File: src/rtl/hesap_cekirdegi.sv
// Shared multi-cycle arithmetic core: add/sub in one step, shift-add multiply,
// restoring divide and two-bits-per-cycle integer square root.
module hesap_cekirdegi #(
   parameter int GENISLIK = 32
) (
   input  logic                    clk,
   input  logic                    rst,
   input  logic                    basla,
   input  logic [GENISLIK-1:0]     sayi1,
   input  logic [GENISLIK-1:0]     sayi2,
   input  logic [2:0]              tur,
   output logic [2*GENISLIK-1:0]   sonuc,
   output logic                    hazir,
   output logic                    gecerli,
   output logic                    tasma
);

   localparam int W  = GENISLIK;
   localparam int CW = $clog2(W + 1);

   localparam logic [2:0] OP_ADD  = 3'b000;
   localparam logic [2:0] OP_SUB  = 3'b001;
   localparam logic [2:0] OP_MUL  = 3'b010;
   localparam logic [2:0] OP_DIV  = 3'b011;
   localparam logic [2:0] OP_SQRT = 3'b100;

   typedef enum logic {BOS, HESAP} durum_e;

   durum_e          durum_q, durum_d;
   logic [W-1:0]    a_q, a_d, b_q, b_d;
   logic [2:0]      op_q, op_d;
   logic [CW-1:0]   cnt_q, cnt_d, son_idx;
   logic [2*W-1:0]  acc_q, acc_d;
   logic [W-1:0]    kalan_q, kalan_d;
   logic [2*W-1:0]  sonuc_q, sonuc_d;
   logic            gecerli_q, gecerli_d, tasma_q, tasma_d;

   // One-iteration step of each multi-cycle algorithm, all sharing acc_q.
   logic [W:0]      mul_sum, div_t;
   logic [2*W-1:0]  mul_next, div_next, sq_next;
   logic            div_ge, sq_ge;
   logic [W+1:0]    sq_sh, sq_trial;
   logic [W-1:0]    sq_kalan, sq_root;
   logic [W-1:0]    add_s, sub_s;
   logic            add_ov, sub_ov;

   always_comb begin
      mul_sum  = {1'b0, acc_q[2*W-1:W]} + (acc_q[0] ? {1'b0, a_q} : '0);
      mul_next = {mul_sum, acc_q[W-1:1]};

      div_t    = {acc_q[2*W-1:W], acc_q[W-1]};
      div_ge   = div_t >= {1'b0, b_q};
      div_next = {(div_ge ? W'(div_t - {1'b0, b_q}) : W'(div_t)), acc_q[W-2:0], div_ge};

      // acc_q holds {root, radicand shifted left}; kalan_q is the running remainder.
      sq_sh    = {kalan_q, acc_q[W-1:W-2]};
      sq_trial = {acc_q[2*W-1:W], 2'b01};
      sq_ge    = sq_sh >= sq_trial;
      sq_kalan = sq_ge ? W'(sq_sh - sq_trial) : W'(sq_sh);
      sq_root  = {acc_q[2*W-2:W], sq_ge};
      sq_next  = {sq_root, acc_q[W-3:0], 2'b00};

      add_s  = a_q + b_q;
      sub_s  = a_q - b_q;
      add_ov = (a_q[W-1] == b_q[W-1]) && (add_s[W-1] != a_q[W-1]);
      sub_ov = (a_q[W-1] != b_q[W-1]) && (sub_s[W-1] != a_q[W-1]);

      case (op_q)
         OP_MUL:  son_idx = CW'(W - 1);
         OP_DIV:  son_idx = (b_q == '0) ? '0 : CW'(W - 1);
         OP_SQRT: son_idx = CW'(W / 2 - 1);
         default: son_idx = '0;
      endcase
   end

   // NOTE: every signal gets its hold value first so no path leaves it unassigned (no latch).
   always_comb begin
      durum_d   = durum_q;
      a_d       = a_q;
      b_d       = b_q;
      op_d      = op_q;
      cnt_d     = cnt_q;
      acc_d     = acc_q;
      kalan_d   = kalan_q;
      sonuc_d   = sonuc_q;
      gecerli_d = gecerli_q;
      tasma_d   = tasma_q;

      case (durum_q)
         BOS: begin
            if (basla) begin
               durum_d   = HESAP;
               a_d       = sayi1;
               b_d       = sayi2;
               op_d      = tur;
               cnt_d     = '0;
               acc_d     = {{W{1'b0}}, (tur == OP_MUL) ? sayi2 : sayi1};
               kalan_d   = '0;
               gecerli_d = 1'b0;
               tasma_d   = 1'b0;
            end
         end
         HESAP: begin
            cnt_d = cnt_q + CW'(1);
            case (op_q)
               OP_MUL:  acc_d = mul_next;
               OP_DIV:  acc_d = div_next;
               OP_SQRT: begin
                  acc_d   = sq_next;
                  kalan_d = sq_kalan;
               end
               default: ;
            endcase
            if (cnt_q == son_idx) begin
               durum_d   = BOS;
               sonuc_d   = '0;
               gecerli_d = 1'b1;
               tasma_d   = 1'b0;
               case (op_q)
                  OP_ADD: begin
                     sonuc_d = {{W{add_s[W-1]}}, add_s};
                     tasma_d = add_ov;
                  end
                  OP_SUB: begin
                     sonuc_d = {{W{sub_s[W-1]}}, sub_s};
                     tasma_d = sub_ov;
                  end
                  OP_MUL: begin
                     sonuc_d = mul_next;
                     tasma_d = |mul_next[2*W-1:W];
                  end
                  OP_DIV: begin
                     if (b_q == '0) begin
                        gecerli_d = 1'b0;
                        tasma_d   = 1'b1;
                     end else begin
                        sonuc_d = div_next;
                     end
                  end
                  OP_SQRT: sonuc_d = {sq_kalan, sq_root};
                  default: gecerli_d = 1'b0;
               endcase
            end
         end
         default: durum_d = BOS;
      endcase
   end

   // NOTE: non-blocking assignments so every flop samples pre-edge values.
   always_ff @(posedge clk or negedge rst) begin
      if (!rst) begin
         durum_q   <= BOS;
         a_q       <= '0;
         b_q       <= '0;
         op_q      <= '0;
         cnt_q     <= '0;
         acc_q     <= '0;
         kalan_q   <= '0;
         sonuc_q   <= '0;
         gecerli_q <= 1'b0;
         tasma_q   <= 1'b0;
      end else begin
         durum_q   <= durum_d;
         a_q       <= a_d;
         b_q       <= b_d;
         op_q      <= op_d;
         cnt_q     <= cnt_d;
         acc_q     <= acc_d;
         kalan_q   <= kalan_d;
         sonuc_q   <= sonuc_d;
         gecerli_q <= gecerli_d;
         tasma_q   <= tasma_d;
      end
   end

   assign sonuc   = sonuc_q;
   assign hazir   = (durum_q == BOS);
   assign gecerli = gecerli_q;
   assign tasma   = tasma_q;

endmodule

File: config.mk
export PLATFORM = sky130hd
export DESIGN_NAME = hesap_cekirdegi
export DESIGN_NICKNAME = d
export VERILOG_FILES = /design/src/rtl/hesap_cekirdegi.sv
export SDC_FILE = /design/constraint.sdc
export NUM_CORES = 1
export LEC_CHECK = 0
export BUFFER_PORTS_ARGS = -buffer_cell sky130_fd_sc_hd__buf_2
export CAP_MARGIN = 10
export CORE_ASPECT_RATIO = 1.1
export CORE_MARGIN = 3
export CORE_UTILIZATION = 40
export DETAILED_ROUTE_END_ITERATION = 8
export HOLD_SLACK_MARGIN = 0.06
export SLEW_MARGIN = 30
export SYNTH_ARGS = -nofsm -noshare
export SYNTH_HDL_FRONTEND = slang
export SYNTH_SLANG_ARGS = --single-unit
File: constraint.sdc
create_clock -name clk -period 4.9 [get_ports clk]
set_input_delay 0.735 -clock clk [delete_from_list [all_inputs] [get_ports clk]]
set_output_delay 0.735 -clock clk [all_outputs]
set_load 0.01 [all_outputs]
==> results of run 1 <==
[flip-flops by register name (all words and copies together), names as in the netlist]
name / count
sonuc: 64
op_q: 3
a_q: 32
gecerli: 1
b_q: 32
cnt_q: 6
durum_q: 1
tasma: 1
kalan_q: 32
acc_q: 64
[logic make-up (layout without fill, tap and decap cells)]
family          after synthesis  in the layout
flops                       236            236
fa+ha+maj                   165            165
simple gates                907            907
buf+inv                     311            396
xor+xnor                     92             92
compound gates             1012           1012
mux                          61             61
[area by class of cell]
class,count,area (µm²),share of cell area (%)
multi-input cells,2237,14400,60.1
flip-flops and latches,236,5910,24.6
repair buffers,206,1270,5.28
clock buffers,39,856,3.57
well taps,675,845,3.52
inverters,133,499,2.08
clock inverters,18,206,0.860
[critical path: cells and delay by family, from the launching register on]
family | cells | cell delay (ns)
AOI/OAI and AO/OA | 6 | 1.65
adders and majority gates | 2 | 0.40
buffers and inverters | 1 | 0.08
DFF | 1 | 0.59
and+or+nand+nor | 6 | 1.76
[metrics by stage]
step	setup WS [ns]	utilization, %	hold slack, ns	std cells
finish	0.263	45.5	0.176	3544
global route	0.0249	45.5	0.211	3544
CTS	0.318	45.5	0.179	3544
detailed placement	0.337	43.5	0.463	3487
global placement	0.322	43.5	0.457	3487
floorplan	1.20	-	0.439	2784
[path summary, 6_finish.rpt]
check,endpoint,cells past startpoint
worst min-delay path,sonuc[30],1
worst max register to register,tasma,15
worst min register to register,sonuc[47],2
max in group asynchronous,durum_q,2
worst max-delay path,tasma,15
min in group clk,a_q[29],3
[layer usage]
metal / up-vias / track usage [%]
li1: 10336 / -
met4: 0 / 11.2
met2: 1114 / 49.4
met5: - / 0
met1: 11107 / 44.1
met3: 190 / 4.48
[cells in the final DEF, fill, tap and decap left out, drive strengths merged, types with 8 or more instances in the layout]
| cell | n |
|---|---|
| o21a | 15 |
| and2 | 41 |
| a31oi | 35 |
| o221ai | 15 |
| and3 | 18 |
| o21bai | 20 |
| nor3 | 45 |
| o22ai | 32 |
| nand3 | 66 |
| o211ai | 27 |
| a222oi | 31 |
| a21o | 60 |
| nand2b | 20 |
| o21ai | 291 |
| a211oi | 22 |
| a2111oi | 13 |
| a22o | 45 |
| nand4 | 27 |
| o31ai | 29 |
| nand2 | 394 |
| nor4 | 28 |
| a22oi | 40 |
| clkinv | 10 |
| ha | 161 |
| inv | 135 |
| mux2i | 37 |
| xor2 | 35 |
| xnor2 | 57 |
| a221o | 15 |
| a21boi | 9 |
| buf | 206 |
| dfrtp | 236 |
| a21oi | 221 |
| nor2 | 208 |
| mux2 | 24 |
| nor2b | 23 |
| o31a | 8 |
| or3 | 11 |
| clkbuf | 39 |
| a221oi | 30 |
==> metrics, run 1 <==
GRT Util Overall=31.5%; Die Area=56500 µm²; simple-gate area share of the yosys netlist=19.1%; initial DRC count=2681; final period utilization=94.6%; Ys Warns=0; IO Count=137; actual slew at the worst max-slew pin=0.976 ns; Top Layer Used=met4; RR Startpoint=acc_q[0]; flop-to-flop setup slack=0.26 ns; post-cts sizing count=0; Synth top cells by count=nand2_1, o21ai_0, dfrtp_1, a21oi_1, nor2_1; gr ovfl total=0; placed cell areas=22900 µm²; Synth Instances=2784; Slew HR=34.4%; RSZ-0062 raised after global routing=false; Vias=22.7k; hold crit path type=primary input to async pin; Die W=227 µm; DR WL met2=40800 µm; asr flop ratio synth=100%; largest net degree at the start of global routing=90; crit end category=register; Routed met3 length=7180 µm; final setup violating endpoints=0; antenna violations before repair=2; DR DRC count=0; Critical Path AT=5.11 ns; # fillers=5342; Port Buffers=136; status=finished, final reports clean; clock root buffer master=clkbuf_16; RePlAce Congestion=1.01; register area share after synthesis=27.5%; Synth top area share=27.5%; fraction of layout cells with a size suffix above 1=12.0%; clk sink count=236; leading area contributor after synthesis=dfrtp_1; ANT cells=0; vias per cell=6.42; Syn Nets=3019; CP Cell Sequence=and2_1 -> ha_1 -> inv_1 -> fa_1 -> nor2b_1 -> o31a_1 -> o31ai_1 -> nand2_1 -> a311oi_1 -> a211oi_1 -> or4b_1 -> nor4_1 -> nand4_1 -> o21a_1 -> a2bb2oi_1; largest family of logic cells by synthesized area=compound AO/OA/AOI/OAI gates; first-pass GRT wire length=138000 µm; CTS tree=yes; Die Y=249 µm; DP HPWL=68800 µm; register bit total from synthesis=236; Critical Path Start=acc_q[0]; Setup TNS Final=0 ns; CP peak stage delay=0.59 ns; CTS Buf Count=31; startpoint types=register; Max-cap violations=0; Synth area leaders=dfrtp_1, ha_1, nand2_1; Antenna Nets Post-Route=0; WS Path Type=register to register; Final Slew Violations=0; post-CTS setup buffer count=0; post-synthesis compound-gate area fraction=31.2%; number of global-route vias before repair=22.1k; area grow syn2layout=11.7%; Worst Skew=0.0175 ns; CORE AREA=52700 µm²; Worst path slowest cell=dfrtp_1; top_reg_cell synth=dfrtp_1; # nets final=3080; Clock Latency Late Sink=0.61 ns; CP max FO=18; Initial Util=40.7%; EDFF count, synth=0; count leader, synth=nand2_1; final hold viol count=0; Achievable Freq=216 MHz; Post-Route WL=91100 µm; clock slew seen by the registers of the worst setup and hold paths=0.07 ns; Met1 Wirelength=39400 µm; cts hold-fix bufs=0; CP required=5.37 ns; WL/cell=25.7 µm; area share of fa/ha/maj cells after synthesis=9.75%; mapped cell area=21500 µm²; H-Tree Depth=1; mux share of post-synthesis cell area=2.98%; row cnt=88; synthesized area per cell=7.72 µm²; cell area after layout=24000 µm²; xor/xnor share of the synthesized area=3.75%; DR pass1 iterations=7; min Tclk post-route=4.64 ns; Bufs on Longest Clock Path=3; Yosys cell types=89
Power of run 1 is left out: the tool's default activity adds up to more than one toggle a clock period on the data nets, which glitch-free logic cannot reach.
==> run 2: changes to the inputs <==
--- a/config.mk
+++ b/config.mk
@@ -5,11 +5,12 @@
 export SDC_FILE = /design/constraint.sdc
 export NUM_CORES = 1
 export LEC_CHECK = 0
-export BUFFER_PORTS_ARGS = -buffer_cell sky130_fd_sc_hd__buf_2
+export BUFFER_PORTS_ARGS = -buffer_cell sky130_fd_sc_hd__clkbuf_2
 export CAP_MARGIN = 10
 export CORE_ASPECT_RATIO = 1.1
 export CORE_MARGIN = 3
 export CORE_UTILIZATION = 40
+export CTS_BUF_LIST = sky130_fd_sc_hd__clkbuf_4 sky130_fd_sc_hd__clkbuf_8 sky130_fd_sc_hd__clkbuf_16
 export DETAILED_ROUTE_END_ITERATION = 8
 export HOLD_SLACK_MARGIN = 0.06
 export SLEW_MARGIN = 30
==> metrics, run 2 (synthesized netlist as in run 1, its figures left out) <==
status=finished, final reports clean; post-CTS setup buffer count=0 (unchanged); Die Area=56500 µm² (unchanged); multi-input logic area=14400 µm² (unchanged); fraction of layout cells with a size suffix above 1=12.0% (-0.018 points); Final Slew Violations=0 (unchanged); first-pass GRT wire length=137000 µm (-0.73%); Clock Latency Late Sink=0.60 ns (about the same); busiest grt layer=met2; Worst path slowest cell=a2111oi_0; Top delay family on crit path=compound AO/OA/AOI/OAI gates; final hold viol count=0 (unchanged); clock root buffer master=clkbuf_16; startpoint types=register; DR DRC count=0 (unchanged); final setup violating endpoints=0 (unchanged); CP peak stage delay=0.69 ns (+0.10 ns); cts hold-fix bufs=0 (unchanged); Vias=22.6k (-0.76%); RSZ-0062 raised after global routing=false; crit end category=register; WS Path Type=register to register; row cnt=88 (unchanged); area grow syn2layout=11.9%; initial DRC count=2381 (-11%); Die W=227 µm (unchanged); H-Tree Depth=1 (unchanged); Worst Skew=0.0261 ns (+0.00865 ns); CP Cell Sequence=and2_1 -> ha_1 -> inv_1 -> fa_1 -> nor2b_1 -> o31a_1 -> o31ai_1 -> a21boi_0 -> or3_1 -> a2111oi_0 -> nand4bb_1 -> nor4_1 -> nand4_1 -> o21a_1 -> a2bb2oi_1; met2 usage=48.6% (-0.83 points); GR Layer Usage met3=4.61% (+0.13 points); ANT cells=0 (unchanged); CP required=5.36 ns (about the same); GRT Util Overall=31.3% (-0.20 points); WL/cell=25.7 µm (about the same); Slew HR=36.7% (+2.3 points); Buf/Inv on CP=1 (unchanged); DR pass1 iterations=7 (unchanged); Critical Path AT=4.91 ns (-0.20 ns); final period utilization=90.9% (-3.8 points); vias per cell=6.38 (-0.65%); CP max FO=10 (-8); antenna violations before repair=1 (-1); Antenna Nets Post-Route=0 (unchanged); Post-Route WL=90900 µm (-0.17%); Initial Util=40.7% (unchanged); DP HPWL=69300 µm (+0.75%); largest net degree at the start of global routing=82 (-8.9%); commonest cells after routing, fill and taps aside=nand2_1, o21ai_0, dfrtp_1, a21oi_1, nor2_1; Global Route met1 Usage=43.6% (-0.51 points); Bufs on Longest Clock Path=3 (unchanged); CTS tree=yes; RePlAce Congestion=1.03 (+1.8%); # fillers=5298 (-0.82%); clock slew seen by the registers of the worst setup and hold paths=0.07 ns (about the same); hold crit path type=primary input to async pin; clk sink count=236 (unchanged); post-cts sizing count=0 (unchanged); min Tclk post-route=4.45 ns (-0.185 ns); IO Count=137 (unchanged); commonest non-fill, non-tap cell in the layout=nand2_1; Port Buffers=136 (unchanged); actual slew at the worst max-slew pin=0.949 ns (-0.0270 ns); CORE AREA=52700 µm² (unchanged); register area=5910 µm² (unchanged); CTS Buf Count=30 (-3.2%); Max-cap violations=0 (unchanged); number of global-route vias before repair=22.0k (-0.39%); gr ovfl total=0 (unchanged); Die Y=249 µm (unchanged); Setup TNS Final=0 ns (unchanged); # nets final=3076 (-0.13%); Achievable Freq=225 MHz (+4.1%)
run 2: cell types whose count changed in the layout (fill, tap and decap cells not counted), moves of 2 or more:
| cell | before | now |
|---|---|---|
| buf_16 | 0 | 2 |
| buf_2 | 135 | 0 |
| buf_4 | 66 | 61 |
| bufinv_16 | 4 | 6 |
| clkbuf_1 | 3 | 0 |
| clkbuf_2 | 0 | 135 |
| clkbuf_8 | 5 | 0 |
| clkinvlp_4 | 2 | 6 |
run 2: path summary, 6_finish.rpt:
path                                 from        end  slack [ns]  cells past startpoint
worst max-delay path             acc_q[0]      tasma        0.45                     15
worst min-delay path                  rst  sonuc[27]        0.16                      1
worst max register to register   acc_q[0]      tasma        0.45                     15
worst min register to register  sonuc[49]  sonuc[49]        0.48                      2
max in group asynchronous             rst    durum_q        3.68                      2
min in group clk                sayi1[24]    a_q[24]        0.36                      3
run 2: stage by stage:
step / utilization [%] / worst slack [ns] / hold slack [ns] / cell area [µm²] / std cells
global route: 45.6 / 0.300 / 0.199 / 24000 / 3540
finish: 45.6 / 0.447 / 0.156 / 24000 / 3540
floorplan: - / 1.20 / 0.439 / 21500 / 2784
CTS: 45.6 / 0.576 / 0.163 / 24000 / 3540
global placement: 43.4 / 0.484 / 0.461 / 22900 / 3482
detailed placement: 43.5 / 0.587 / 0.464 / 23000 / 3484
run 2: layout make-up:
type | count | share of cell area [%]
clock buffers | 32 | 3.26
clock inverters | 24 | 1.23
inverters | 133 | 2.08
multi-input cells | 2237 | 60.0
flip-flops and latches | 236 | 24.6
well taps | 675 | 3.51
repair buffers | 203 | 5.34
run 2: layer usage:
layer	up-vias	routed length, µm
met1	10914	39700
met3	188	7000
li1	10341	-
met2	1131	40000
met5	-	0
met4	0	4200
run 2: worst register-to-register path: stages, from the launching register on:
cell and delay, ns:
dfrtp_1 0.45, and2_1 0.18, ha_1 0.21, inv_1 0.08
fa_1 0.20, nor2b_1 0.06, o31a_1 0.27, o31ai_1 0.49
a21boi_0 0.21, or3_1 0.40, a2111oi_0 0.69, nand4bb_1 0.17
nor4_1 0.45, nand4_1 0.15, o21a_1 0.21, a2bb2oi_1 0.12
Power of run 2 is left out for the same reason.
